## config.mk

```make
export PLATFORM = sky130hd
export DESIGN_NAME = uart_tx_fifo
export DESIGN_NICKNAME = d
export VERILOG_FILES = /design/src/rtl/uart_tx_fifo.sv
export SDC_FILE = /design/constraint.sdc
export NUM_CORES = 1
export LEC_CHECK = 0
export BUFFER_PORTS_ARGS = -buffer_cell sky130_fd_sc_hd__buf_2
export CORE_AREA = 2 2 94 115
export CTS_BUF_LIST = sky130_fd_sc_hd__clkbuf_8
export DETAILED_ROUTE_END_ITERATION = 8
export DIE_AREA = 0 0 96 117
export PLACE_DENSITY_LB_ADDON = 0.15
export SKIP_LAST_GASP = 1
export SLEW_MARGIN = 5
export SYNTH_ARGS = -nofsm -noshare
export SYNTH_HDL_FRONTEND = slang
export SYNTH_SLANG_ARGS = --single-unit
```

## constraint.sdc

```tcl
create_clock -name clk -period 3.75 [get_ports clk]
set_clock_uncertainty 0.05 [all_clocks]
set_input_delay 0.1875 -clock clk [delete_from_list [all_inputs] [get_ports clk]]
set_output_delay 0.1875 -clock clk [all_outputs]
set_load 0.01 [all_outputs]
```

## src/rtl/uart_tx_fifo.sv

```systemverilog
// Byte FIFO feeding a UART transmitter (8N1, LSB first). Defining
// UART_TX_PARITY_EN adds an even-parity bit between the data and stop bits.
//
// state  | meaning
// IDLE   | line high, waiting for the FIFO to become non-empty
// START  | start bit (low) for BAUD_DIV cycles
// DATA   | 8 data bits, LSB first, BAUD_DIV cycles each
// PARITY | even parity over the data byte (UART_TX_PARITY_EN builds only)
// STOP   | stop bit (high); pops the next byte straight into START if one is queued
module uart_tx_fifo #(
  parameter int BAUD_DIV   = 5208,
  parameter int DEPTH_LOG2 = 3
) (
  input  logic       clk,
  input  logic       rst,
  input  logic       wr_en,
  input  logic [7:0] wr_data,
  output logic       full,
  output logic       empty,
  output logic       overflow,
  output logic       busy,
  output logic       UART_TX
);

  localparam int          PW        = DEPTH_LOG2 + 1;
  localparam int          DEPTH     = 1 << DEPTH_LOG2;
  localparam logic [15:0] BAUD_LAST = 16'(BAUD_DIV - 1);

`ifdef UART_TX_PARITY_EN
  typedef enum logic [2:0] {S_IDLE, S_START, S_DATA, S_PARITY, S_STOP} state_t;
`else
  typedef enum logic [2:0] {S_IDLE, S_START, S_DATA, S_STOP} state_t;
`endif

  logic [7:0]    mem [DEPTH];
  logic [PW-1:0] wr_ptr, rd_ptr;
  logic [7:0]    head;
  logic          push, pop, load;

  state_t        state, state_d;
  logic [15:0]   cnt, cnt_d;
  logic [2:0]    bit_idx, bit_idx_d;
  logic [7:0]    shreg, shreg_d;
  logic          baud_done;
  logic          tx_d;
`ifdef UART_TX_PARITY_EN
  logic          parity_q, parity_d;
`endif

  // The pointer MSB differs only when the writer has lapped the reader.
  assign empty = (wr_ptr == rd_ptr);
  assign full  = (wr_ptr[DEPTH_LOG2] != rd_ptr[DEPTH_LOG2]) &&
                 (wr_ptr[DEPTH_LOG2-1:0] == rd_ptr[DEPTH_LOG2-1:0]);
  assign head      = mem[rd_ptr[DEPTH_LOG2-1:0]];
  assign push      = wr_en && (!full || pop);
  assign baud_done = (cnt == BAUD_LAST);

  always_ff @(posedge clk) begin
    if (push) begin
      mem[wr_ptr[DEPTH_LOG2-1:0]] <= wr_data;
    end
  end

  always_ff @(posedge clk or posedge rst) begin
    if (rst) begin
      wr_ptr   <= '0;
      rd_ptr   <= '0;
      overflow <= 1'b0;
    end else begin
      if (push) wr_ptr <= wr_ptr + PW'(1);
      if (pop)  rd_ptr <= rd_ptr + PW'(1);
      overflow <= wr_en && !push;
    end
  end

  always_comb begin
    state_d   = state;
    cnt_d     = cnt + 16'd1;
    bit_idx_d = bit_idx;
    shreg_d   = shreg;
    load      = 1'b0;
    pop       = 1'b0;
`ifdef UART_TX_PARITY_EN
    parity_d  = parity_q;
`endif
    case (state)
      S_IDLE: begin
        cnt_d = '0;
        load  = !empty;
      end
      S_START: begin
        if (baud_done) begin
          cnt_d     = '0;
          bit_idx_d = '0;
          state_d   = S_DATA;
        end
      end
      S_DATA: begin
        if (baud_done) begin
          cnt_d = '0;
          if (bit_idx == 3'd7) begin
`ifdef UART_TX_PARITY_EN
            state_d = S_PARITY;
`else
            state_d = S_STOP;
`endif
          end else begin
            bit_idx_d = bit_idx + 3'd1;
            shreg_d   = {1'b0, shreg[7:1]};
          end
        end
      end
`ifdef UART_TX_PARITY_EN
      S_PARITY: begin
        if (baud_done) begin
          cnt_d   = '0;
          state_d = S_STOP;
        end
      end
`endif
      S_STOP: begin
        if (baud_done) begin
          cnt_d   = '0;
          state_d = S_IDLE;
          load    = !empty;
        end
      end
      default: begin
        cnt_d   = '0;
        state_d = S_IDLE;
      end
    endcase

    if (load) begin
      pop     = 1'b1;
      shreg_d = head;
      cnt_d   = '0;
      state_d = S_START;
`ifdef UART_TX_PARITY_EN
      parity_d = ^head;
`endif
    end

    // Line level is registered from the next state so it changes with the state.
    case (state_d)
      S_START:  tx_d = 1'b0;
      S_DATA:   tx_d = shreg_d[0];
`ifdef UART_TX_PARITY_EN
      S_PARITY: tx_d = parity_d;
`endif
      default:  tx_d = 1'b1;
    endcase
  end

  always_ff @(posedge clk or posedge rst) begin
    if (rst) begin
      state   <= S_IDLE;
      cnt     <= '0;
      bit_idx <= '0;
      shreg   <= '0;
      UART_TX <= 1'b1;
      busy    <= 1'b0;
`ifdef UART_TX_PARITY_EN
      parity_q <= 1'b0;
`endif
    end else begin
      state   <= state_d;
      cnt     <= cnt_d;
      bit_idx <= bit_idx_d;
      shreg   <= shreg_d;
      UART_TX <= tx_d;
      busy    <= (state_d != S_IDLE);
`ifdef UART_TX_PARITY_EN
      parity_q <= parity_d;
`endif
    end
  end

endmodule

```

* After elaboration in Yosys (flattened, before gate mapping) *
Memory sizes are Yosys's and may differ from the RTL's.
Cells that the tools add are included.

operators by class
  add/sub/neg operators = 4
  equal/unequal tests = 14
  mux-type cells = 23
  reduce and logical (&&, ||, !) cells = 15

operators with widths
  operator                 number
  $mux W16                 3
  $mux W8                  4
  $mux W3                  8
  $add A16 B1 Y16 const B  1
  $eq A16 B13 Y1 const B   1
  $pmux W3 S4              1
  $eq A3 B2 Y1 const B     3
  $add A4 B1 Y4 const B    2
  $ne A2 B2 Y1 const B     4
  $eq A3 B1 Y1 const B     2
  $pmux W3 S2              1
  $reduce_bool A2 Y1       3
  $eq A4 B4 Y1             1
  $mux W1                  4
  $pmux W1 S2              2
  $reduce_and A4 Y1        1
  $add A3 B1 Y3 const B    1
  $eq A3 B3 Y1             1
  $eq A3 B3 Y1 const B     1
  $logic_and A1 B1 Y1      3
  $logic_not A1 Y1         3
  $logic_not A3 Y1         1
  $reduce_and A3 Y1        1
  $reduce_bool A3 Y1       1
  other kinds (3)          3

word-level totals
  register bits after elaboration = 41
  bits in writable memories = 64
  input bits = 11
  output and inout bits = 5
  logic and storage cells = 67
  memories kept = 1

memory list
  memory  depth  bits a word  rd ports  clocked after memory_dff  write ports  RTL line  text
  mem     8      8            1         0                         1            35        logic [7:0] mem [DEPTH];

* Logic depth before layout (Yosys ltp) *
Gate-level depths: netlist of the first run.

  depth in word-level cells = 9
  mapped depth = 8
  depth with buffers taken out = 8

* Worst setup path before layout of the first run *
Ideal clock, no wire load.

  kind = flip-flop to flip-flop
  from = register cnt[3]
  to = memory mem[0][0], enable pin
  setup time = 0.395 ns
  data arrival time = 2.274 ns
  required time = 3.305 ns
  slack = 1.032 ns
  stages on the path, launching flop included = 6
  path buffers = 0
  clock period less this slack = 2.718 ns
  cells stage by stage = dfrtp_1 nor4b_1 nand4_2 o211ai_2 nand2_1 nor4_1

on the way
  longest elaborated chain between the ends = 8

RTL lines
  what                           RTL line  text
  from (decl)                    41        logic [15:0] cnt, cnt_d;
  from (signal assigned)         168       cnt <= cnt_d;
  $eq A16 B13 Y1                 56        assign baud_done = (cnt == BAUD_LAST);
  $mux W1                        122       if (baud_done) begin
  $pmux W1 S2                    86        case (state)
  $mux W1                        134       if (load) begin
  $logic_or A1 B1 Y1             55        assign push = wr_en && (!full || pop);
  $logic_and A1 B1 Y1            55
  $mux W1                        59        if (push) begin
  $mux W1 (not written as such)  60        mem[wr_ptr[DEPTH_LOG2-1:0]] <= wr_data;
  to (decl)                      35

No other way between the ends.

* Worst setup path in the final report of the first run *
  from = register cnt[5]
  to = memory mem[1][0], enable pin

Same word-level chain as after synthesis.

==> impl_metrics.csv, run 1 <==
group,metric,value,unit
timing,rsz0062_at_grt,"false",
grt,grt_max_degree,42,
logic_synthesis,synthTopCellsByCount,"edfxtp_1, dfrtp_1, nor2_1, mux4_2, xnor2_1",
timing,hold_violations,0,
cts,cts_root_buf,"clkbuf_8",
timing,maxSlewHeadroom,35.8,%
timing,fin_hold_ws,0.0276,ns
placement,placedCellCount,433,
cts,insertion_delay,0.37,ns
final_layout,final_area,4910,µm²
timing,setup_viol,0,
final_layout,fill_cells,879,
grt,grt.overflow.total,0,
detailed_routing,drtPass1Iterations,4,
critical_path,path_class,"reg2reg",
detailed_routing,drt_iter0_drc,101,
logic_synthesis,synth-seq-area-share,66.1,%
worst_hold_path,min_path_type,"in2reg",
timing,worstMarginPinSlew,0.959,ns
final_layout,final_cells,450,
status,status,"finished clean",
logic_synthesis,synthTopCellsByArea,"edfxtp_1, dfrtp_1, mux4_2, nor2_1, xnor2_1",
floorplanning,die_y,117,µm
final_layout,drive_above_1_share,23.4,%
logic_synthesis,synthesis.area,4460,µm²
detailed_routing,antenna_left,0,
logic_synthesis,yosysWarnings,0,
timing,slew_viol_final,0,
logic_synthesis,syn-num-nets,307,
cts,cts_tree,"yes",
cts,cts.repair.resized,0,
final_layout,nNetsFinal,332,
power_and_ir_drop,p_per_area,635,nW/µm²
detailed_routing,wl,8090,µm
floorplanning,core,10200,µm²
timing,period_minus_slack,2.85,ns
placement,dp_hpwl,5330,µm
final_layout,n_antenna_cell,0,
logic_synthesis,netlist-cell-type-count,46,
cts,cts_made_buffers,9,
logic_synthesis,synth_top_area_share,43.1,%
logic_synthesis,yosysMostFrequentCell,"edfxtp_1",
cts,cts.path.max_buffers,2,
grt,grt_pass1_vias,2483,
power_and_ir_drop,p_leak,1.82,nW
detailed_routing,drcViolationCount,0,
cts,htree_levels,3,
placement,portBuffers,15,
final_layout,area.growth.synth_to_final,9.92,%
timing,fin_ws,0.902,ns
placement,dpl_cell_area,4720,µm²
grt,antenna_found_initial,0,
power_and_ir_drop,total_power,3.11,mW
floorplanning,fp-row-count,41,
grt,grt_usage,16.4,%
logic_synthesis,ys_ff_latch,105,
run,max_cap_viol_count,0,
logic_synthesis,async_flop_share,39.0,%
critical_path,cp.arrival,2.88,ns
placement,place_congestion,0.756,
power_and_ir_drop,ir_worst_vdd,0.263,mV
floorplanning,start_util,43.7,%
floorplanning,io_pins,16,
timing,fin_crit_sh,75.9,%
critical_path,worst_setup_path_start_kind,"flip-flop",
logic_synthesis,syn-instance-count,291,
cts,path_clk_slew,0.10,ns
critical_path,crit_path_max_fanout,6,
timing,clock.fmax,351,MHz
cts,post_cts_buffers,0,
detailed_routing,wl_per_cell,18.0,µm
detailed_routing,vias,2321,
final_layout,final_core_util,48.1,%
logic_synthesis,post-synth-top-area-cell,"edfxtp_1",
logic_synthesis,synth_edf_count,64,
floorplanning,die_w,96,µm
floorplanning,design.die.area,11200,µm²
timing,finalSetupTns,0,ns
logic_synthesis,syn_area_per_cell,15.3,µm²
cts,cts.sinks,105,
logic_synthesis,ys.flop_type,"edfxtp_1",
placement,pre_cts_ws,0.838,ns
detailed_routing,via_per_inst,5.16,
critical_path,cp-end-kind,"flip-flop",
critical_path,cp.required,3.79,ns
grt,grt_pass1_wl,13300,µm
layout by cell type (no fill, tap or decap), types with 4 or more instances in the layout:
cell | netlist | layout
xnor2_1 | 13 | 13
xor2_1 | 11 | 11
o21ai_0 | 4 | 4
buf_4 | 1 | 9
mux2i_1 | 8 | 8
and3_1 | 4 | 4
nand2b_1 | 4 | 4
inv_1 | 6 | 7
mux4_2 | 16 | 16
nand2_1 | 10 | 10
buf_2 | 2 | 15
nor3_1 | 6 | 6
nand3_1 | 11 | 11
nor2_1 | 33 | 33
a221o_1 | 6 | 6
clkbuf_8 | 0 | 9
ha_1 | 5 | 5
edfxtp_1 | 64 | 64
dfrtp_1 | 40 | 40
layout make-up:
type                    count  area, µm²  share of cell area (%)
multi-input cells         169       1440                    29.4
clock inverters             7       53.8                    1.10
flip-flops and latches    105       2950                    60.1
clock buffers               9        124                    2.52
well taps                 129        161                    3.29
repair buffers             25        153                    3.11
inverters                   6       22.5                   0.459
flip-flops by register name, summed over array words and instances (netlist names):
name	count
mem	64
cnt	16
shreg	8
rd_ptr	4
wr_ptr	4
bit_idx	3
state	3
UART_TX	1
busy	1
overflow	1
per-layer routing:
metal / share of wire (%) / global-route usage, % / up-vias
li1: - / - / 1134
met1: 45 / 21.7 / 1152
met2: 50 / 26.7 / 25
met3: 2.8 / 3.27 / 10
met4: 1.4 / 6.10 / 0
met5: 0 / 0 / -
path summary, 6_finish.rpt:
path	cells past startpoint	end	slack (ns)	startpoint
worst max-delay path	6	mem[1][0]	0.90	cnt[5]
worst min-delay path	3	overflow	0.03	wr_en
worst max register to register	6	mem[1][0]	0.90	cnt[5]
worst min register to register	1	cnt[0]	0.44	cnt[0]
max in group asynchronous	4	wr_ptr[1]	2.85	rst
min in group asynchronous	4	busy	0.42	rst
power by group:
part           total, mW  switching, mW  internal [mW]
Clock              0.647          0.399          0.248
Sequential          1.59          0.148           1.44
Combinational      0.873          0.446          0.427
Total               3.11          0.993           2.12
kinds of logic after synthesis:
group	Yosys count	synth area share, %
AO/OA/AOI/OAI	21	3.81
XOR/XNOR	24	4.71
adder cells (fa/ha/maj)	5	1.40
buffers and inverters	17	1.74
flip-flops	105	66.1
multiplexers	27	10.6
other	1	0.0840
AND/OR/NAND/NOR	91	11.6
worst max-delay path, stage by stage, from the launching register on:
cell and delay, ns:
dfrtp_1 0.46, nor4b_1 0.41, nand4_2 0.24, o211ai_2 0.32, nand2_1 0.22, nor3_1 0.60, buf_4 0.26
repair_timing:
action / 4_1_cts / 5_1_grt
hold buffers: 1 / 0
setup endpoints to repair: 0 / 0
hold endpoints to repair: 40 / 0
Note: power is estimated with default switching activity, not from simulation.
==> inputs of run 2 (changes only) <==
==> constraint.sdc (replaced) <==
create_clock -name clk -period 2.8 [get_ports clk]
set_clock_uncertainty 0.05 [all_clocks]
set_input_delay 0.14 -clock clk [delete_from_list [all_inputs] [get_ports clk]]
set_output_delay 0.14 -clock clk [all_outputs]
set_load 0.01 [all_outputs]
==> run 2 against run 1 <==
Against the previous run: critical endpoint is now mem[4][0]; maximum frequency increased by 15%; combinational power increased by 40%; wire length decreased by 4.1%; total power increased by 40%; critical path type unchanged.
==> impl_metrics.csv, run 2 (synthesis gave the netlist of run 1 again) <==
group,metric,value,unit
detailed_routing,route.met3.wl,164,µm
critical_path,r2r_end,"mem[4][0]",
detailed_routing,antenna_left,0,
final_layout,final_area,5080,µm²
detailed_routing,via_per_inst,5.18,
placement,dpl_cell_area,4760,µm²
power_and_ir_drop,ir_worst_vdd,0.412,mV
detailed_routing,drt_iter0_drc,88,
final_layout,n_antenna_cell,0,
critical_path,cp-end-kind,"flip-flop",
critical_path,rrSetupSlack,0.33,ns
timing,finalSetupTns,0,ns
final_layout,final_cells,464,
run,max_cap_viol_count,0,
placement,place_congestion,0.790,
cts,cts_root_buf,"clkbuf_8",
timing,fin_hold_ws,0.377,ns
timing,slew_viol_final,0,
floorplanning,die_y,117,µm
power_and_ir_drop,p_per_area,856,nW/µm²
critical_path,r2r_start,"cnt[3]",
cts,cts_made_buffers,9,
critical_path,endpoint,"mem[4][0]",
placement,portBuffers,15,
cts,holdBufCountCts,9,
detailed_routing,routed.top_layer,"met4",
critical_path,cp.required,2.84,ns
final_layout,drive_above_1_share,24.5,%
final_layout,area.growth.synth_to_final,13.9,%
detailed_routing,drcViolationCount,0,
floorplanning,fp-row-count,41,
power_and_ir_drop,p_leak,1.91,nW
floorplanning,core,10200,µm²
detailed_routing,drtPass1Iterations,4,
placement,pre_cts_ws,0.324,ns
grt,grt_max_degree,42,
grt,grt_usage,15.6,%
cts,cts.path.max_buffers,2,
critical_path,path_class,"reg2reg",
timing,fin_crit_sh,88.3,%
critical_path,startpoint,"cnt[3]",
timing,setup_viol,0,
timing,clock.fmax,405,MHz
critical_path,worst_setup_path_start_kind,"flip-flop",
cts,post_cts_buffers,0,
worst_hold_path,min_path_type,"in2async",
timing,fin_ws,0.329,ns
timing,period_minus_slack,2.47,ns
final_layout,final_core_util,49.8,%
timing,worstMarginPinSlew,0.560,ns
placement,dp_hpwl,5310,µm
timing,maxSlewHeadroom,62.7,%
cts,cts.sinks,105,
final_layout,largest_reg_flops,64,
cts,cts.repair.resized,0,
final_layout,nNetsFinal,346,
detailed_routing,vias,2405,
power_and_ir_drop,total_power,4.36,mW
grt,antenna_found_initial,0,
placement,placedCellCount,438,
floorplanning,die_w,96,µm
timing,hold_violations,0,
floorplanning,start_util,43.7,%
detailed_routing,wl_per_cell,16.7,µm
final_layout,most-common-layout-cells,"edfxtp_1, dfrtp_1, nor2_1",
floorplanning,design.die.area,11200,µm²
critical_path,crit_path_max_fanout,8,
grt,grt_pass1_wl,13000,µm
cts,cts_tree,"yes",
floorplanning,io_pins,16,
grt,grt.overflow.total,0,
critical_path,slowest_delay,0.47,ns
final_layout,layout_commonest_cell,"edfxtp_1",
detailed_routing,drt-met1-wl,3550,µm
detailed_routing,wl,7760,µm
critical_path,cp.arrival,2.51,ns
cts,path_clk_slew,0.11,ns
status,status,"finished clean",
cts,insertion_delay,0.37,ns
timing,rsz0062_at_grt,"false",
critical_path,rr_worst_depth,6,
detailed_routing,wl_met2,3890,µm
critical_path,cpMaxStageDelayCell,"dfrtp_1",
cts,htree_levels,3,
grt,grt_pass1_vias,2501,
critical_path,path_cells,"nor4b_1 > nand4_2 > o211ai_2 > nand2_1 > nor3_1 > buf_4",
==> run 2: cell count changes in the layout (fill, tap and decap cells not counted), moves of 2 or more <==
cell	delta
clkinv_4	-2
inv_8	+2
buf_4	+5
dlygate4sd3_1	+9
clkinv_8	+2
==> run 2: power breakdown <==
group          total, mW  switching [mW]  leakage, nW  internal (mW)
logic               1.22           0.614        0.682          0.607
registers           2.10           0.168         1.11           1.93
clock network       1.03           0.584        0.115          0.449
total               4.36            1.37         1.91           2.99
==> run 2: layout make-up <==
| cell class | count | area [µm²] |
|---|---|---|
| multi-input combinational | 169 | 1440 |
| sequential | 105 | 2950 |
| timing repair buffer | 39 | 280 |
| clock inverter | 7 | 105 |
| inverter | 6 | 22.5 |
| fill | 871 | 5120 |
| tap | 129 | 161 |
| clock buffer | 9 | 124 |
==> run 2: worst min-delay path by stage <==
stage / end / slack [ns] / cells past startpoint
3_3_place_gp: state[2] / 0.25 / 3
3_5_place_dp: state[0] / 0.26 / 3
6_report: cnt[14] / 0.38 / 4
4_1_cts: mem[6][2] / 0.006 / 1
2_1_floorplan: mem[0][0] / 0.19 / 0
5_1_grt: bit_idx[0] / 0.47 / 4
==> run 2: worst max-delay path, delay by kind of cell (launching register included) <==
kind / cells / cell delay [ns]
AOI/OAI and AO/OA: 1 / 0.33
buffers and inverters: 1 / 0.20
DFF: 1 / 0.47
and+or+nand+nor: 4 / 1.13
==> run 2: routing by layer <==
metal	global-route usage [%]	up-vias
met2	25.6	32
li1	-	1165
met5	0	-
met3	2.69	10
met4	6.95	0
met1	20.4	1198
